--- src/rtl/softex_stream_slicer.sv ---
// Serializes wide strobed load beats into narrow datapath slices, skipping
// all-zero-strobe slices, and tracks beat count against a programmed job length.
module softex_stream_slicer #(
  parameter int IN_DW  = 128,
  parameter int OUT_DW = 32,
  parameter int LEN_W  = 16
) (
  input  logic                  clk_i,
  input  logic                  rst_i,
  input  logic                  clear_i,
  input  logic                  start_i,
  input  logic [LEN_W-1:0]      len_i,
  input  logic [IN_DW-1:0]      in_data_i,
  input  logic [IN_DW/8-1:0]    in_strb_i,
  input  logic                  in_valid_i,
  output logic                  in_ready_o,
  output logic [OUT_DW-1:0]     out_data_o,
  output logic [OUT_DW/8-1:0]   out_strb_o,
  output logic                  out_last_o,
  output logic                  out_valid_o,
  input  logic                  out_ready_i,
  output logic                  busy_o,
  output logic                  done_o
);

  localparam int NSLICE = IN_DW / OUT_DW;
  localparam int SB     = OUT_DW / 8;
  localparam int IDX_W  = (NSLICE > 1) ? $clog2(NSLICE) : 1;

  typedef enum logic [1:0] {IDLE, RUN, DONE} state_t;

  state_t              state_reg, state_next;
  logic [LEN_W-1:0]    beats_reg;
  logic [IN_DW-1:0]    data_reg;
  logic [IN_DW/8-1:0]  strb_reg;
  logic [NSLICE-1:0]   mask_reg;
  logic                final_reg;

  logic [NSLICE-1:0]   in_mask;
  logic [NSLICE-1:0]   mask_rest;
  logic [IDX_W-1:0]    cur_idx;
  logic [OUT_DW-1:0]   data_slices [NSLICE];
  logic [SB-1:0]       strb_slices [NSLICE];
  logic                hold_valid;
  logic                out_hs;
  logic                last_slice_hs;
  logic                in_hs;
  logic                last_beat;
  logic                job_end;

  genvar gi;
  generate
    for (gi = 0; gi < NSLICE; gi++) begin : g_slice
      assign in_mask[gi]     = |in_strb_i[gi*SB +: SB];
      assign data_slices[gi] = data_reg[gi*OUT_DW +: OUT_DW];
      assign strb_slices[gi] = strb_reg[gi*SB +: SB];
    end
  endgenerate

  // Lowest set mask bit is the current slice; clearing it leaves the rest.
  assign mask_rest = mask_reg & (mask_reg - NSLICE'(1));

  always_comb begin
    cur_idx = '0;
    for (int k = NSLICE - 1; k >= 0; k--) begin
      if (mask_reg[k]) cur_idx = IDX_W'(k);
    end
  end

  assign hold_valid    = |mask_reg;
  assign out_hs        = hold_valid && out_ready_i;
  assign last_slice_hs = out_hs && (mask_rest == '0);
  assign in_ready_o    = (state_reg == RUN) && (beats_reg != '0) &&
                         (!hold_valid || last_slice_hs);
  assign in_hs         = in_valid_i && in_ready_o;
  assign last_beat     = (beats_reg == LEN_W'(1));
  // A final beat with an empty strobe is consumed without ever being held.
  assign job_end       = (last_slice_hs && final_reg) ||
                         (in_hs && last_beat && (in_mask == '0));

  assign out_valid_o = hold_valid;
  assign out_data_o  = hold_valid ? data_slices[cur_idx] : '0;
  assign out_strb_o  = hold_valid ? strb_slices[cur_idx] : '0;
  assign out_last_o  = hold_valid && final_reg && (mask_rest == '0);

  always_ff @(posedge clk_i or posedge rst_i) begin
    if (rst_i) begin
      state_reg <= IDLE;
    end else if (clear_i) begin
      state_reg <= IDLE;
    end else begin
      state_reg <= state_next;
    end
  end

  always_comb begin
    state_next = state_reg;
    case (state_reg)
      IDLE:    if (start_i) state_next = (len_i != '0) ? RUN : DONE;
      RUN:     if (job_end) state_next = DONE;
      DONE:    state_next = IDLE;
      default: state_next = IDLE;
    endcase
  end

  always_comb begin
    busy_o = (state_reg == RUN);
    done_o = (state_reg == DONE);
  end

  always_ff @(posedge clk_i or posedge rst_i) begin
    if (rst_i) begin
      beats_reg <= '0;
      data_reg  <= '0;
      strb_reg  <= '0;
      mask_reg  <= '0;
      final_reg <= 1'b0;
    end else if (clear_i) begin
      beats_reg <= '0;
      data_reg  <= '0;
      strb_reg  <= '0;
      mask_reg  <= '0;
      final_reg <= 1'b0;
    end else begin
      if (state_reg == IDLE && start_i) begin
        beats_reg <= len_i;
      end else if (in_hs) begin
        beats_reg <= beats_reg - LEN_W'(1);
      end
      if (in_hs) begin
        data_reg  <= in_data_i;
        strb_reg  <= in_strb_i;
        mask_reg  <= in_mask;
        final_reg <= last_beat;
      end else if (out_hs) begin
        mask_reg  <= mask_rest;
      end
    end
  end

endmodule

--- config.mk ---
export PLATFORM = sky130hd
export DESIGN_NAME = softex_stream_slicer
export DESIGN_NICKNAME = d
export VERILOG_FILES = /design/src/rtl/softex_stream_slicer.sv
export SDC_FILE = /design/constraint.sdc
export NUM_CORES = 1
export LEC_CHECK = 0
export BUFFER_PORTS_ARGS = -buffer_cell sky130_fd_sc_hd__buf_4
export CAP_MARGIN = 25
export CORE_UTILIZATION = 51
export DETAILED_ROUTE_END_ITERATION = 12
export PLACE_DENSITY_LB_ADDON = 0.3
export SETUP_SLACK_MARGIN = 0.1
export SLEW_MARGIN = 20
export SYNTH_ARGS = -nofsm -noshare
export SYNTH_HDL_FRONTEND = slang
export SYNTH_SLANG_ARGS = --single-unit
--- constraint.sdc ---
create_clock -name clk_i -period 6.3 [get_ports clk_i]
set_input_delay 0.945 -clock clk_i [delete_from_list [all_inputs] [get_ports clk_i]]
set_output_delay 0.945 -clock clk_i [all_outputs]
set_load 0.05 [all_outputs]
==> flow_summary.yaml, run 1 <==
drt:
  via_count: 8245
  route.detailed.drc: 0
  routed_via_density: 6.23
  antenna_left: 0
  drtIter0Drc: 822
  first_pass_iters: 5
  finalWirelength_mm: 26.2
  drt-wirelength-per-cell_um: 19.8
clocking:
  clk_pin_slew_ns: 0.07
  numCtsBuffers: 17
  cts_tree: "done"
  root_buffer: "clkbuf_16"
  cts_buffer_depth: 2
  cts-resized-gates: 0
  clk_latency_ns: 0.43
  hold_buffers: 0
  htreeDepth: 4
  clock_sinks: 167
  post_cts_buffers: 0
layout:
  drive_gt1_share_pct: 26.2
  largest_reg_flops: 128
  fill_cells: 1453
  n_antenna_cell: 0
  nNetsFinal: 1254
  multi_input_area_um2: 4400
  area_delta_synth_final_pct: 22.9
  ff_latch_area_um2: 4180
floorplan:
  boundaryPins: 207
  row_count: 48
  die_h_um: 136
  start_util_pct: 52.4
  fp.coreArea_um2: 17400
  die_w_um: 136
  dieArea_um2: 18400
synth:
  ys_top_cells_by_count: "dfrtp_1, o21ai_0, nand3_1"
  yosysTopAreaCell: "dfrtp_1"
  syn_area_um2: 9100
  synth_top_cell_area_share_pct: 45.9
  yosysSeqAreaShare_pct: 45.9
  synth_area_per_cell_um2: 9.60
  synthFlopType: "dfrtp_1"
  yosys-top-cells-area: "dfrtp_1, o21ai_0, nand3_1, a21oi_1, mux4_1"
  ys_warn_count: 0
  synth_seq_cells: 167
  syn_inst: 948
  async_reset_ff_share_pct: 100
  yosysMostFrequentCell: "dfrtp_1"
  syn_nets: 1117
  synth_cell_types: 57
  synth_edf_count: 0
sta:
  max_freq_mhz: 235
  period_needed_ns: 4.26
  setup_viol: 0
  finClkSkew_ns: 0.00894
  hold_violations: 0
  fin_setup_tns_ns: 0
  min_period_over_period_pct: 67.6
  rsz0062_at_grt: "no"
  hold_ws_ns: 0.470
  relSlewSlack_pct: 35.9
  drv_slew: 0
  tightest_slew_ns: 0.962
setup_path:
  worstSetupEndpointType: "primary output"
  regToRegStartpoint: "beats_reg[10]$_DFFE_PP0P_"
  worstSetupPathType: "flop to primary output"
  cp-start-kind: "flop"
  ff2ff_path_depth: 6
  critical_path_required_ns: 5.35
  crit_fanout: 24
  r2r-end: "beats_reg[0]$_DFFE_PP0P_"
  cp_data_arrival_time_ns: 3.32
  regToRegSetupSlack_ns: 3.11
power:
  comb_power_share_pct: 23.6
  switchingPower_uw: 934
  peakVddDrop_v: 0.000190
  p_int_uw: 1960
  p_per_area_nw_per_um2: 259
  power_frac_seq_pct: 41.5
  p_leak_uw: 0.00481
  clockPowerShare_pct: 34.9
  swShare_pct: 32.3
flow_run:
  maxCapViolations: 0
global_routing:
  grt_pass1_wl_mm: 41.7
  antenna_found_initial: 0
  grt.total_usage_pct: 29.3
  overflow: 0
  grt_max_degree: 110
  grt_pass1_vias: 7845
outcome:
  status: "completed"
min_path:
  hold_class: "input port to async pin"
place:
  place_hpwl_mm: 16.2
  place_congestion: 0.896
  port_buffers: 206
==> layout by cell type, fill, tap and decap left out, drive strengths merged, types with 3 or more instances in the layout <==
cell / count
dfrtp: 167
inv: 11
a2111oi: 3
or3: 8
o31ai: 7
a21oi: 152
clkbuf: 19
ha: 3
nand3b: 3
nor4: 11
clkinv: 7
nor2: 12
nand2: 15
a31oi: 12
nand3: 159
mux4: 36
buf: 220
nor3: 4
nor3b: 4
o21ai: 162
clkinvlp: 3
and2: 38
or4: 10
==> layout make-up <==
| cell class | instances | share of cell area, % |
|---|---|---|
| multi-input cells | 670 | 39.4 |
| flip-flops and latches | 167 | 37.4 |
| repair buffers | 220 | 15.3 |
| clock buffers | 19 | 3.96 |
| well taps | 225 | 2.52 |
| clock inverters | 13 | 1.11 |
| inverters | 9 | 0.347 |
==> critical path: stages, from the launching register on <==
cell and delay (ns):
dfrtp_1 0.51, nor2_1 0.16, nor3_4 0.64, buf_4 0.56
mux4_1 0.62, and2_1 0.18, buf_4 0.19
==> stage by stage <==
step / util, % / worst slack [ns] / std cells / total power (uW) / area, um2
4_1_cts: 64.1 / 1.97 / 1321 / 2890 / 11100
2_1_floorplan: - / 0.837 / 948 / 1670 / 9100
5_1_grt: 64.4 / 1.81 / 1323 / 3020 / 11200
6_report: 64.4 / 2.04 / 1323 / 2890 / 11200
3_5_place_dp: 60.8 / 2.46 / 1289 / 1890 / 10600
3_3_place_gp: 60.7 / 2.53 / 1288 / 1870 / 10500
==> kinds of logic (layout without fill, tap and decap cells) <==
logic type      count (synthesis)  in the layout  synth area share (%)
flops                         167            167                  45.9
compound gates                352            352                  20.8
fa+ha+maj                       4              4                 0.536
buf+inv                       111            261                  6.05
simple gates                  278            278                  17.0
mux                            36             36                  9.66
==> metal layers <==
layer | wire [um] | vias up | part of all wire, % | track usage, %
met5 | 0 | - | 0 | 0
met4 | 540 | 0 | 2.1 | 9.99
met3 | 1680 | 38 | 6.4 | 4.60
met2 | 12500 | 339 | 48 | 43.7
met1 | 11500 | 4069 | 44 | 43.5
li1 | - | 3799 | - | -
==> power groups by stage <==
stage | combinational [uW] | sequential (uW) | clock [uW]
3_5_place_dp | 671 | 1220 | 0
4_1_cts | 674 | 1200 | 1020
3_3_place_gp | 656 | 1220 | 0
5_1_grt | 744 | 1210 | 1060
6_report | 682 | 1200 | 1010
2_1_floorplan | 472 | 1200 | 0
==> worst max-delay path by stage <==
stage                                       start                        to
final                     mask_reg[2]$_DFFE_PP0P_            out_data_o[25]
after global routing      mask_reg[2]$_DFFE_PP0P_            out_data_o[31]
after CTS                 mask_reg[2]$_DFFE_PP0P_            out_data_o[31]
after detailed placement  mask_reg[2]$_DFFE_PP0P_            out_data_o[31]
after global placement    mask_reg[2]$_DFFE_PP0P_            out_data_o[20]
after floorplan                             rst_i  beats_reg[0]$_DFFE_PP0P_
(Power assumes the default switching activity.)
==> inputs of run 2 (changes only) <==
--- a/config.mk
+++ b/config.mk
@@ -5,9 +5,10 @@
 export SDC_FILE = /design/constraint.sdc
 export NUM_CORES = 1
 export LEC_CHECK = 0
+export ABC_AREA = 1
 export BUFFER_PORTS_ARGS = -buffer_cell sky130_fd_sc_hd__buf_4
 export CAP_MARGIN = 25
-export CORE_UTILIZATION = 51
+export CORE_UTILIZATION = 49
 export DETAILED_ROUTE_END_ITERATION = 12
 export PLACE_DENSITY_LB_ADDON = 0.3
 export SETUP_SLACK_MARGIN = 0.1
==> constraint.sdc (replaced) <==
create_clock -name clk_i -period 3.9 [get_ports clk_i]
set_input_delay 0.585 -clock clk_i [delete_from_list [all_inputs] [get_ports clk_i]]
set_output_delay 0.585 -clock clk_i [all_outputs]
set_load 0.05 [all_outputs]
==> run 2 against run 1 <==
  * Synthesized area decreased by 8.7%
  * Via count decreased by 4.3%
  * Clock-buffer cell count is 1 higher
  * Largest cell class is now sequential cells
  * Largest power group is now combinational cells
==> flow_summary.yaml, run 2 <==
outcome:
  status: "completed"
floorplan:
  boundaryPins: 207
  start_util_pct: 50.1
  dieArea_um2: 17500
  die_h_um: 132
  die_w_um: 132
  row_count: 47
  fp.coreArea_um2: 16600
clocking:
  clk_latency_ns: 0.43
  cts_buffer_depth: 2
  cts_tree: "done"
  hold_buffers: 0
  post_cts_buffers: 0
  cts-resized-gates: 0
  clk_pin_slew_ns: 0.07
  root_buffer: "clkbuf_16"
  numCtsBuffers: 17
  clock_sinks: 167
  htreeDepth: 4
drt:
  routed-wl-met2_mm: 11.0
  drt-wirelength-per-cell_um: 15.5
  via_count: 7891
  routed_via_density: 5.34
  drtIter0Drc: 566
  antenna_left: 0
  dr_wl_met3_mm: 1.49
  finalWirelength_mm: 22.9
  highest_layer: "met4"
  first_pass_iters: 5
  wl_met1_mm: 10.1
  route.detailed.drc: 0
setup_path:
  critical_path_required_ns: 3.31
  path_cells: "a21oi_1 > or2_4 > buf_12 > o21ai_0 > a21oi_1 > buf_4"
  cp_data_arrival_time_ns: 2.67
  path_buf_inv: 2
  slowest_stage: "or2_4"
  crit_fanout: 81
  worstSetupPathType: "flop to primary output"
  crit_top_cell: "a21oi_1"
  path_delay_family: "simple AND/OR/NAND/NOR gates"
  worstSetupEndpointType: "primary output"
  cp-start-kind: "flop"
  max_stage_delay_ns: 0.67
synth:
  yosysSeqAreaShare_pct: 50.3
  yosysTopAreaCell: "dfrtp_1"
  syn_inst: 1078
  synth_cell_types: 29
  ys_top_cells_by_count: "nand2_1, dfrtp_1, o21ai_0"
  async_reset_ff_share_pct: 100
  ys_warn_count: 0
  synth_seq_cells: 167
  synthFlopType: "dfrtp_1"
  syn_area_um2: 8300
  yosys-top-cells-area: "dfrtp_1, nand2_1, o21ai_0, a21oi_1, nand3_1"
  synth_area_per_cell_um2: 7.70
  yosysMostFrequentCell: "nand2_1"
  synth_top_cell_area_share_pct: 50.3
  syn_nets: 1247
  synth_edf_count: 0
sta:
  hold_violations: 0
  tightest_slew_ns: 0.887
  rsz0062_at_grt: "no"
  min_period_over_period_pct: 83.5
  fin_setup_tns_ns: 0
  max_freq_mhz: 307
  period_needed_ns: 3.26
  setup_viol: 0
  drv_slew: 0
  relSlewSlack_pct: 40.7
  finClkSkew_ns: 0.00773
power:
  p_int_uw: 4270
  swShare_pct: 44.4
  clockPowerShare_pct: 24.3
  p_per_area_nw_per_um2: 725
  comb_power_share_pct: 46.3
  peakVddDrop_v: 0.000442
  power_frac_seq_pct: 29.4
  p_leak_uw: 0.00521
  switchingPower_uw: 3410
  finalPower_uw: 7680
place:
  port_buffers: 206
  place_hpwl_mm: 14.9
  place_congestion: 0.861
layout:
  drive_gt1_share_pct: 21.0
  n_antenna_cell: 0
  nNetsFinal: 1414
  fill_cells: 1519
  area_delta_synth_final_pct: 27.5
  mostFrequentLayoutCell: "nand2_1"
  largest_reg_flops: 128
  layout_common_cells: "nand2_1, buf_4, dfrtp_1"
flow_run:
  maxCapViolations: 0
global_routing:
  antenna_found_initial: 0
  overflow: 0
  grt_pass1_wl_mm: 37.8
  grt.total_usage_pct: 27.2
  grt_pass1_vias: 7663
  grt_max_degree: 88
min_path:
  hold_class: "input port to async pin"
==> run 2: power groups by stage <==
stage | clock [uW] | combinational, uW | sequential, uW
floorplan | 0 | 2580 | 2230
global placement | 0 | 3480 | 2270
detailed placement | 0 | 3530 | 2280
CTS | 1890 | 3550 | 2250
global route | 1950 | 3900 | 2300
finish | 1870 | 3550 | 2260
==> run 2: final cells by class <==
cell class / instances / area [um2] / area share (%)
clock buffers: 20 / 457 / 4.31
clock inverters: 11 / 195 / 1.84
inverters: 103 / 390 / 3.69
multi-input cells: 739 / 3420 / 32.3
flip-flops and latches: 167 / 4180 / 39.5
well taps: 220 / 275 / 2.60
repair buffers: 217 / 1670 / 15.7
==> run 2: cell families (layout without fill, tap and decap cells) <==
| logic type | count (synthesis) | in the layout | share of synthesized area (%) |
|---|---|---|---|
| buf+inv | 172 | 351 | 8.53 |
| compound gates | 301 | 301 | 18.3 |
| mux | 1 | 1 | 0.121 |
| xor+xnor | 3 | 3 | 0.317 |
| fa+ha+maj | 3 | 3 | 0.452 |
| simple gates | 431 | 431 | 21.9 |
| flops | 167 | 167 | 50.3 |
==> run 2: worst paths after layout <==
check                                    startpoint                        end  slack (ns)  cells after the start
max                         mask_reg[1]$_DFFE_PP0P_             out_data_o[31]        0.64                      6
min in group clk_i                   in_data_i[118]  data_reg[118]$_DFFE_PP0P_        0.35                      3
min                                           rst_i   data_reg[98]$_DFFE_PP0P_        0.12                      2
max in group asynchronous                     rst_i   data_reg[46]$_DFFE_PP0P_        2.88                      3
max reg2reg                beats_reg[0]$_DFFE_PP0P_   beats_reg[6]$_DFFE_PP0P_        1.03                     12
min reg2reg                data_reg[32]$_DFFE_PP0P_   data_reg[32]$_DFFE_PP0P_        0.50                      2
==> run 2: worst register-to-register path, cell delays in order, from the launching register on <==
cell	delay [ns]
dfrtp_1	0.43
inv_1	0.12
ha_1	0.16
nand2_1	0.05
nor2_1	0.13
nand2_1	0.08
nand2_1	0.09
inv_2	0.05
nand3_4	0.34
buf_4	0.54
nand3_1	0.21
nand2_1	0.39
o21ai_0	0.15
==> run 2: per-layer routing <==
metal,GRT usage [%],vias to the layer above
li1,-,3870
met1,37.2,3686
met2,44.4,307
met3,4.50,28
met4,8.85,0
met5,0,-
==> run 2: through the flow <==
| stage | hold WS (ns) | cell area (um2) | utilization [%] | setup slack, ns | instances |
|---|---|---|---|---|---|
| 2_1_floorplan | 0.470 | 8300 | - | 1.12 | 1078 |
| 3_3_place_gp | 0.483 | 9930 | 59.9 | 1.15 | 1446 |
| 6_report | 0.124 | 10600 | 63.8 | 0.642 | 1477 |
| 5_1_grt | 0.129 | 10600 | 63.8 | 0.438 | 1477 |
| 4_1_cts | 0.119 | 10600 | 63.8 | 0.660 | 1477 |
| 3_5_place_dp | 0.488 | 9930 | 59.9 | 1.04 | 1446 |
